File: src/rtl/elink_pkg.sv
// Shared constants for the E-link TX scheduler: delimiter codes, FSM
// state encoding and the idle/comma word handed to the 8b10b encoder.
package elink_pkg;

    localparam logic [1:0] DELIM_DATA  = 2'b00;
    localparam logic [1:0] DELIM_SOP   = 2'b10;
    localparam logic [1:0] DELIM_EOP   = 2'b01;
    localparam logic [1:0] DELIM_COMMA = 2'b11;

    // Idle word: comma delimiter with a zero byte field.
    localparam logic [9:0] COMMA_WORD  = {DELIM_COMMA, 8'h00};

    typedef enum logic [1:0] {
        ST_IDLE = 2'd0,
        ST_DATA = 2'd1,
        ST_EOP  = 2'd2
    } state_t;

endpackage

File: src/rtl/elink_tx_scheduler_rr_arbiter.sv
// Combinational round-robin pick: first requesting channel at or after
// the pointer, wrapping around. Returns one-hot grant plus its index.
module rr_arbiter #(
    parameter int N_CH = 4,
    parameter int IW   = 2
) (
    input  logic [N_CH-1:0] req_i,
    input  logic [IW-1:0]   ptr_i,
    output logic [N_CH-1:0] gnt_o,
    output logic [IW-1:0]   idx_o,
    output logic            valid_o
);

    int   c;
    logic found;

    // Scan N_CH positions starting at the pointer; first hit wins.
    always_comb begin
        gnt_o   = '0;
        idx_o   = '0;
        found   = 1'b0;
        c       = 0;
        for (int k = 0; k < N_CH; k++) begin
            c = int'(ptr_i) + k;
            if (c >= N_CH) c = c - N_CH;
            if (!found && req_i[c]) begin
                found    = 1'b1;
                gnt_o[c] = 1'b1;
                idx_o    = IW'(c);
            end
        end
        valid_o = found;
    end

endmodule

File: src/rtl/elink_tx_scheduler.sv
// Round-robin frame scheduler feeding the E-link 8b10b TX encoder from
// N_CH FWFT byte FIFOs. One 10-bit word {delim, byte} per encoder request.
module elink_tx_scheduler
    import elink_pkg::*;
#(
    parameter int N_CH      = 4,
    parameter int MAX_FRAME = 16,
    parameter int MAX_GAP   = 8
) (
    input  logic              bitCLKx4,
    input  logic              rst,
    input  logic              enable,
    input  logic              getDataTrig,
    output logic [9:0]        EDATA_OUT,
    output logic              EDATA_RDY,
    input  logic [N_CH-1:0]   fifo_empty_i,
    input  logic [9*N_CH-1:0] fifo_dout_i,
    output logic [N_CH-1:0]   fifo_rd_o,
    output logic [N_CH-1:0]   grant_o,
    output logic              busy_o,
    output logic              frame_done_o,
    output logic              underrun_err_o,
    output logic              overlen_err_o
);

    localparam int IW = (N_CH > 1) ? $clog2(N_CH) : 1;
    localparam int CW = $clog2(MAX_FRAME + 1);
    localparam int GW = $clog2(MAX_GAP + 1);

    state_t            state_q;
    logic [IW-1:0]     ptr_q;
    logic [IW-1:0]     gidx_q;
    logic [CW-1:0]     cnt_q;
    logic [GW-1:0]     gap_q;
    logic              uflag_q;
    logic              oflag_q;
    logic [9:0]        word_q;
    logic              rdy_q;
    logic [N_CH-1:0]   rd_q;
    logic [N_CH-1:0]   grant_q;
    logic              busy_q;
    logic              done_q;
    logic              uerr_q;
    logic              oerr_q;

    logic [N_CH-1:0]   arb_gnt;
    logic [IW-1:0]     arb_idx;
    logic              arb_vld;
    logic [8:0]        head;
    logic              head_empty;
    logic              accept;
    logic [IW-1:0]     ptr_next;

    rr_arbiter #(.N_CH(N_CH), .IW(IW)) u_arb (
        .req_i   (~fifo_empty_i),
        .ptr_i   (ptr_q),
        .gnt_o   (arb_gnt),
        .idx_o   (arb_idx),
        .valid_o (arb_vld)
    );

    // Requests landing on the strobe cycle are dropped, so each accepted
    // request maps to exactly one strobe.
    assign accept     = getDataTrig & ~rdy_q;
    assign head       = fifo_dout_i[gidx_q*9 +: 9];
    assign head_empty = fifo_empty_i[gidx_q];
    assign ptr_next   = (gidx_q == IW'(N_CH - 1)) ? '0 : gidx_q + 1'b1;

    // Frame FSM; all outputs registered, advanced only on accepted requests.
    always_ff @(posedge bitCLKx4 or negedge rst) begin
        if (!rst) begin
            state_q <= ST_IDLE;
            ptr_q   <= '0;
            gidx_q  <= '0;
            cnt_q   <= '0;
            gap_q   <= '0;
            uflag_q <= 1'b0;
            oflag_q <= 1'b0;
            word_q  <= COMMA_WORD;
            rdy_q   <= 1'b0;
            rd_q    <= '0;
            grant_q <= '0;
            busy_q  <= 1'b0;
            done_q  <= 1'b0;
            uerr_q  <= 1'b0;
            oerr_q  <= 1'b0;
        end else begin
            rdy_q  <= 1'b0;
            rd_q   <= '0;
            done_q <= 1'b0;
            uerr_q <= 1'b0;
            oerr_q <= 1'b0;
            // Grant stays visible through the EOP strobe, drops right after.
            if (done_q) begin
                grant_q <= '0;
                busy_q  <= 1'b0;
            end
            if (accept) begin
                rdy_q <= 1'b1;
                case (state_q)
                    ST_IDLE: begin
                        if (enable && arb_vld) begin
                            word_q  <= {DELIM_SOP, 8'h00};
                            grant_q <= arb_gnt;
                            gidx_q  <= arb_idx;
                            busy_q  <= 1'b1;
                            state_q <= ST_DATA;
                        end else begin
                            word_q  <= COMMA_WORD;
                        end
                    end
                    ST_DATA: begin
                        if (!head_empty) begin
                            word_q <= {DELIM_DATA, head[7:0]};
                            rd_q   <= grant_q;
                            cnt_q  <= cnt_q + 1'b1;
                            gap_q  <= '0;
                            // An explicit last byte takes precedence over truncation.
                            if (head[8]) begin
                                state_q <= ST_EOP;
                            end else if (cnt_q == CW'(MAX_FRAME - 1)) begin
                                state_q <= ST_EOP;
                                oflag_q <= 1'b1;
                            end
                        end else begin
                            word_q <= COMMA_WORD;
                            gap_q  <= gap_q + 1'b1;
                            if (gap_q == GW'(MAX_GAP - 1)) begin
                                state_q <= ST_EOP;
                                uflag_q <= 1'b1;
                            end
                        end
                    end
                    ST_EOP: begin
                        word_q  <= {DELIM_EOP, 8'h00};
                        done_q  <= 1'b1;
                        uerr_q  <= uflag_q;
                        oerr_q  <= oflag_q;
                        uflag_q <= 1'b0;
                        oflag_q <= 1'b0;
                        cnt_q   <= '0;
                        gap_q   <= '0;
                        ptr_q   <= ptr_next;
                        state_q <= ST_IDLE;
                    end
                    default: state_q <= ST_IDLE;
                endcase
            end
        end
    end

    assign EDATA_OUT      = word_q;
    assign EDATA_RDY      = rdy_q;
    assign fifo_rd_o      = rd_q;
    assign grant_o        = grant_q;
    assign busy_o         = busy_q;
    assign frame_done_o   = done_q;
    assign underrun_err_o = uerr_q;
    assign overlen_err_o  = oerr_q;

endmodule

File: config.mk
export PLATFORM = sky130hd
export DESIGN_NAME = elink_tx_scheduler
export DESIGN_NICKNAME = d
export VERILOG_FILES = /design/src/rtl/elink_pkg.sv /design/src/rtl/elink_tx_scheduler_rr_arbiter.sv /design/src/rtl/elink_tx_scheduler.sv
export SDC_FILE = /design/constraint.sdc
export NUM_CORES = 1
export LEC_CHECK = 0
export ABC_CLOCK_PERIOD_IN_PS = 8000
export CELL_PAD_IN_SITES_DETAIL_PLACEMENT = 0
export CELL_PAD_IN_SITES_GLOBAL_PLACEMENT = 2
export CORE_MARGIN = 1.5
export CORE_UTILIZATION = 32
export DETAILED_ROUTE_END_ITERATION = 10
export PLACE_DENSITY = 0.92
export SKIP_CTS_REPAIR_TIMING = 1
export SLEW_MARGIN = 20
export SYNTH_ARGS = -nofsm -noshare
export SYNTH_HDL_FRONTEND = slang
export SYNTH_SLANG_ARGS = --single-unit
File: constraint.sdc
create_clock -name bitCLKx4 -period 8 [get_ports bitCLKx4]
set_input_delay 2.4 -clock bitCLKx4 [delete_from_list [all_inputs] [get_ports bitCLKx4]]
set_output_delay 2.4 -clock bitCLKx4 [all_outputs]
set_load 0.03 [all_outputs]
==> results.sh <==
export IMPL_clk_pin_slew_ns=0.08
export IMPL_synth_edf_count=0
export IMPL_hold_slack_ns=0.482
export IMPL_multi_input_area_sq_mm=0.00138
export IMPL_crit_fanout=13
export IMPL_crit_end="state_q[0]"
export IMPL_syn_nets=306
export IMPL_placed_area_sq_mm=0.00325
export IMPL_synthTopCellsByCount="dfrtp_1, inv_1, o21ai_0"
export IMPL_io_buffers=66
export IMPL_setup_viol=0
export IMPL_worst_setup_path_end_kind="flop"
export IMPL_fill_cells=765
export IMPL_async_reset_ff_share_pct=100
export IMPL_synth_avg_cell_area_sq_um=10.2
export IMPL_relSlewSlack_pct=40.7
export IMPL_detailroute_via_count=2083
export IMPL_htree_levels=2
export IMPL_ff2ff_setup_slack_ns=5.22
export IMPL_seq_area_frac_synth_pct=39.7
export IMPL_clock_path_buffers=2
export IMPL_p_per_area_mw_per_mm2=309
export IMPL_num_io_pins=67
export IMPL_ir_drop_mv=0.114
export IMPL_drc=0
export IMPL_cts_tree="done"
export IMPL_fmax_mhz=222
export IMPL_grt_total_usage_pct=14.0
export IMPL_ys_warn_count=0
export IMPL_synthCells=249
export IMPL_dr_max_layer_used="met4"
export IMPL_syn2layout_area_growth_pct=32.0
export IMPL_cts_buffers=5
export IMPL_stdcell_count=410
export IMPL_synth_top_area_share_pct=37.6
export IMPL_design_core_area_sq_mm=0.00769
export IMPL_antenna_found_initial=0
export IMPL_fin_area_sq_mm=0.00334
export IMPL_layout_min_cycle_time_ns=4.49
export IMPL_ys_flop_type="dfrtp_1"
export IMPL_cts_sinks=40
export IMPL_routed_wl_mm=5.68
export IMPL_die_x_um=91.9
export IMPL_overflow=0
export IMPL_seq_area_sq_mm=0.00100
export IMPL_yosysMostFrequentCell="dfrtp_1"
export IMPL_num_nets_final=364
export IMPL_initial_utilization_pct=32.9
export IMPL_cts_root_buf="clkbuf_8"
export IMPL_critPathKind="input pin to flop"
export IMPL_r2r_end="grant_o[0]"
export IMPL_place_congestion=0.788
export IMPL_grt_max_degree=41
export IMPL_yosysUniqueCellTypes=48
export IMPL_dp_cells=402
export IMPL_drive_above_1_share_pct=8.77
export IMPL_synth_area_leader_cell="dfrtp_1"
export IMPL_arrival_ns=4.67
export IMPL_finClkSkew_ns=0.00476
export IMPL_worstReg2RegStart="ptr_q[0]"
export IMPL_route_met2_wl_mm=2.72
export IMPL_dpl_hpwl_mm=4.20
export IMPL_hold_path_class="flop to flop"
export IMPL_wl_met3_um=331
export IMPL_rr_worst_depth=6
export IMPL_leakagePower_uw=0.00142
export IMPL_die_area_sq_mm=0.00844
export IMPL_cap_violations=0
export IMPL_crit_required_ns=8.17
export IMPL_antenna_left=0
export IMPL_synth_area_top_cells="dfrtp_1, mux4_2, ha_1, o21ai_0, inv_1"
export IMPL_crit_start="fifo_empty_i[3]"
export IMPL_syn_area_sq_mm=0.00253
export IMPL_first_pass_iters=4
export IMPL_tightestPinTransition_ns=0.889
export IMPL_final_hold_violation_count=0
export IMPL_die_height_um=91.9
export IMPL_rsz0062_at_grt="false"
export IMPL_post_route_period_util_pct=56.2
export IMPL_yosys_register_bits=40
export IMPL_drv_slew=0
export IMPL_grt_pass1_wl_mm=9.49
export IMPL_rows=32
export IMPL_status="completed"
export IMPL_setup_tns_ns=0
export IMPL_drtIter0Drc=88
export IMPL_avgRoutedWirePerCell_um=13.9
export IMPL_start_kind="input pin"
export IMPL_clk_latency_ns=0.29
export IMPL_drt_met1_wl_mm=2.60
export IMPL_antenna_cells=0
export IMPL_grt_pass1_vias=2006
export IMPL_drt_vias_per_instance=5.08
==> placed cells by master, fill, tap and decap left out, types with 3 or more instances in the layout <==
master / instances
mux2i_1: 4
nor2b_1: 4
inv_1: 21
nand2b_1: 10
mux4_2: 13
nand3b_1: 7
dfrtp_1: 38
clkdlybuf4s50_1: 65
ha_1: 13
o21ai_0: 16
or3_1: 3
nor2_1: 15
o21ai_1: 8
nand2_1: 15
a31oi_1: 3
nand4_1: 3
clkbuf_8: 6
nand3_1: 4
and3_1: 7
and3b_1: 3
a221o_1: 4
a311oi_1: 4
a21oi_1: 8
==> layout make-up <==
class                           count  area share (%)
Multi-Input combinational cell    172            41.3
Clock buffer                        8            2.70
Inverter                           22            2.48
Sequential cell                    40            30.1
Tap cell                          102            3.83
Timing Repair Buffer               66            19.7
==> power by group <==
part           total (uW)  internal (uW)  switching, uW
clock network         138           70.4           68.0
logic                 535            251            284
registers             357            269           87.6
total                1030            591            440
==> registers in the layout (all words and copies together) (netlist names) <==
register	count
EDATA_OUT	10
EDATA_RDY	1
busy_o	1
cnt_q	5
fifo_rd_o	4
frame_done_o	1
gap_q	4
gidx_q	2
grant_o	4
oflag_q	1
overlen_err_o	1
ptr_q	2
state_q	2
uflag_q	1
underrun_err_o	1
==> worst max-delay path: stages <==
cell,delay (ns)
clkdlybuf4s50_1,0.59
mux4_2,0.71
or4_4,0.54
o211ai_2,0.09
mux2_1,0.34
==> worst min-delay path by stage <==
stage	startpoint	endpoint	cells after the start	slack [ns]
after detailed placement	EDATA_OUT[1]	EDATA_OUT[1]	2	0.48
final	EDATA_OUT[9]	EDATA_OUT[9]	2	0.48
after floorplan	oflag_q	overlen_err_o	2	0.46
after CTS	EDATA_OUT[9]	EDATA_OUT[9]	2	0.49
after global placement	EDATA_OUT[1]	EDATA_OUT[1]	2	0.47
after global routing	EDATA_OUT[1]	EDATA_OUT[1]	2	0.50
==> through the flow <==
step	power (uW)	setup slack [ns]	utilization, %
2_1_floorplan	738	4.11	-
3_3_place_gp	892	3.27	42.2
5_1_grt	1110	3.44	43.4
4_1_cts	1040	3.54	43.4
6_report	1030	3.51	43.4
3_5_place_dp	900	3.22	42.2
==> logic make-up after synthesis <==
family | Yosys count | synth area share (%)
and+or+nand+nor | 79 | 17.4
adders and majority gates | 13 | 6.44
DFF | 40 | 39.7
muxes | 19 | 14.1
AOI/OAI and AO/OA | 61 | 16.6
buffers and inverters | 37 | 5.84
==> metal layers <==
| metal | GRT usage [%] | up-vias |
|---|---|---|
| li1 | - | 1024 |
| met4 | 3.33 | 0 |
| met3 | 3.40 | 5 |
| met5 | 0 | - |
| met1 | 19.0 | 995 |
| met2 | 22.4 | 59 |
(Power assumes the default switching activity.)
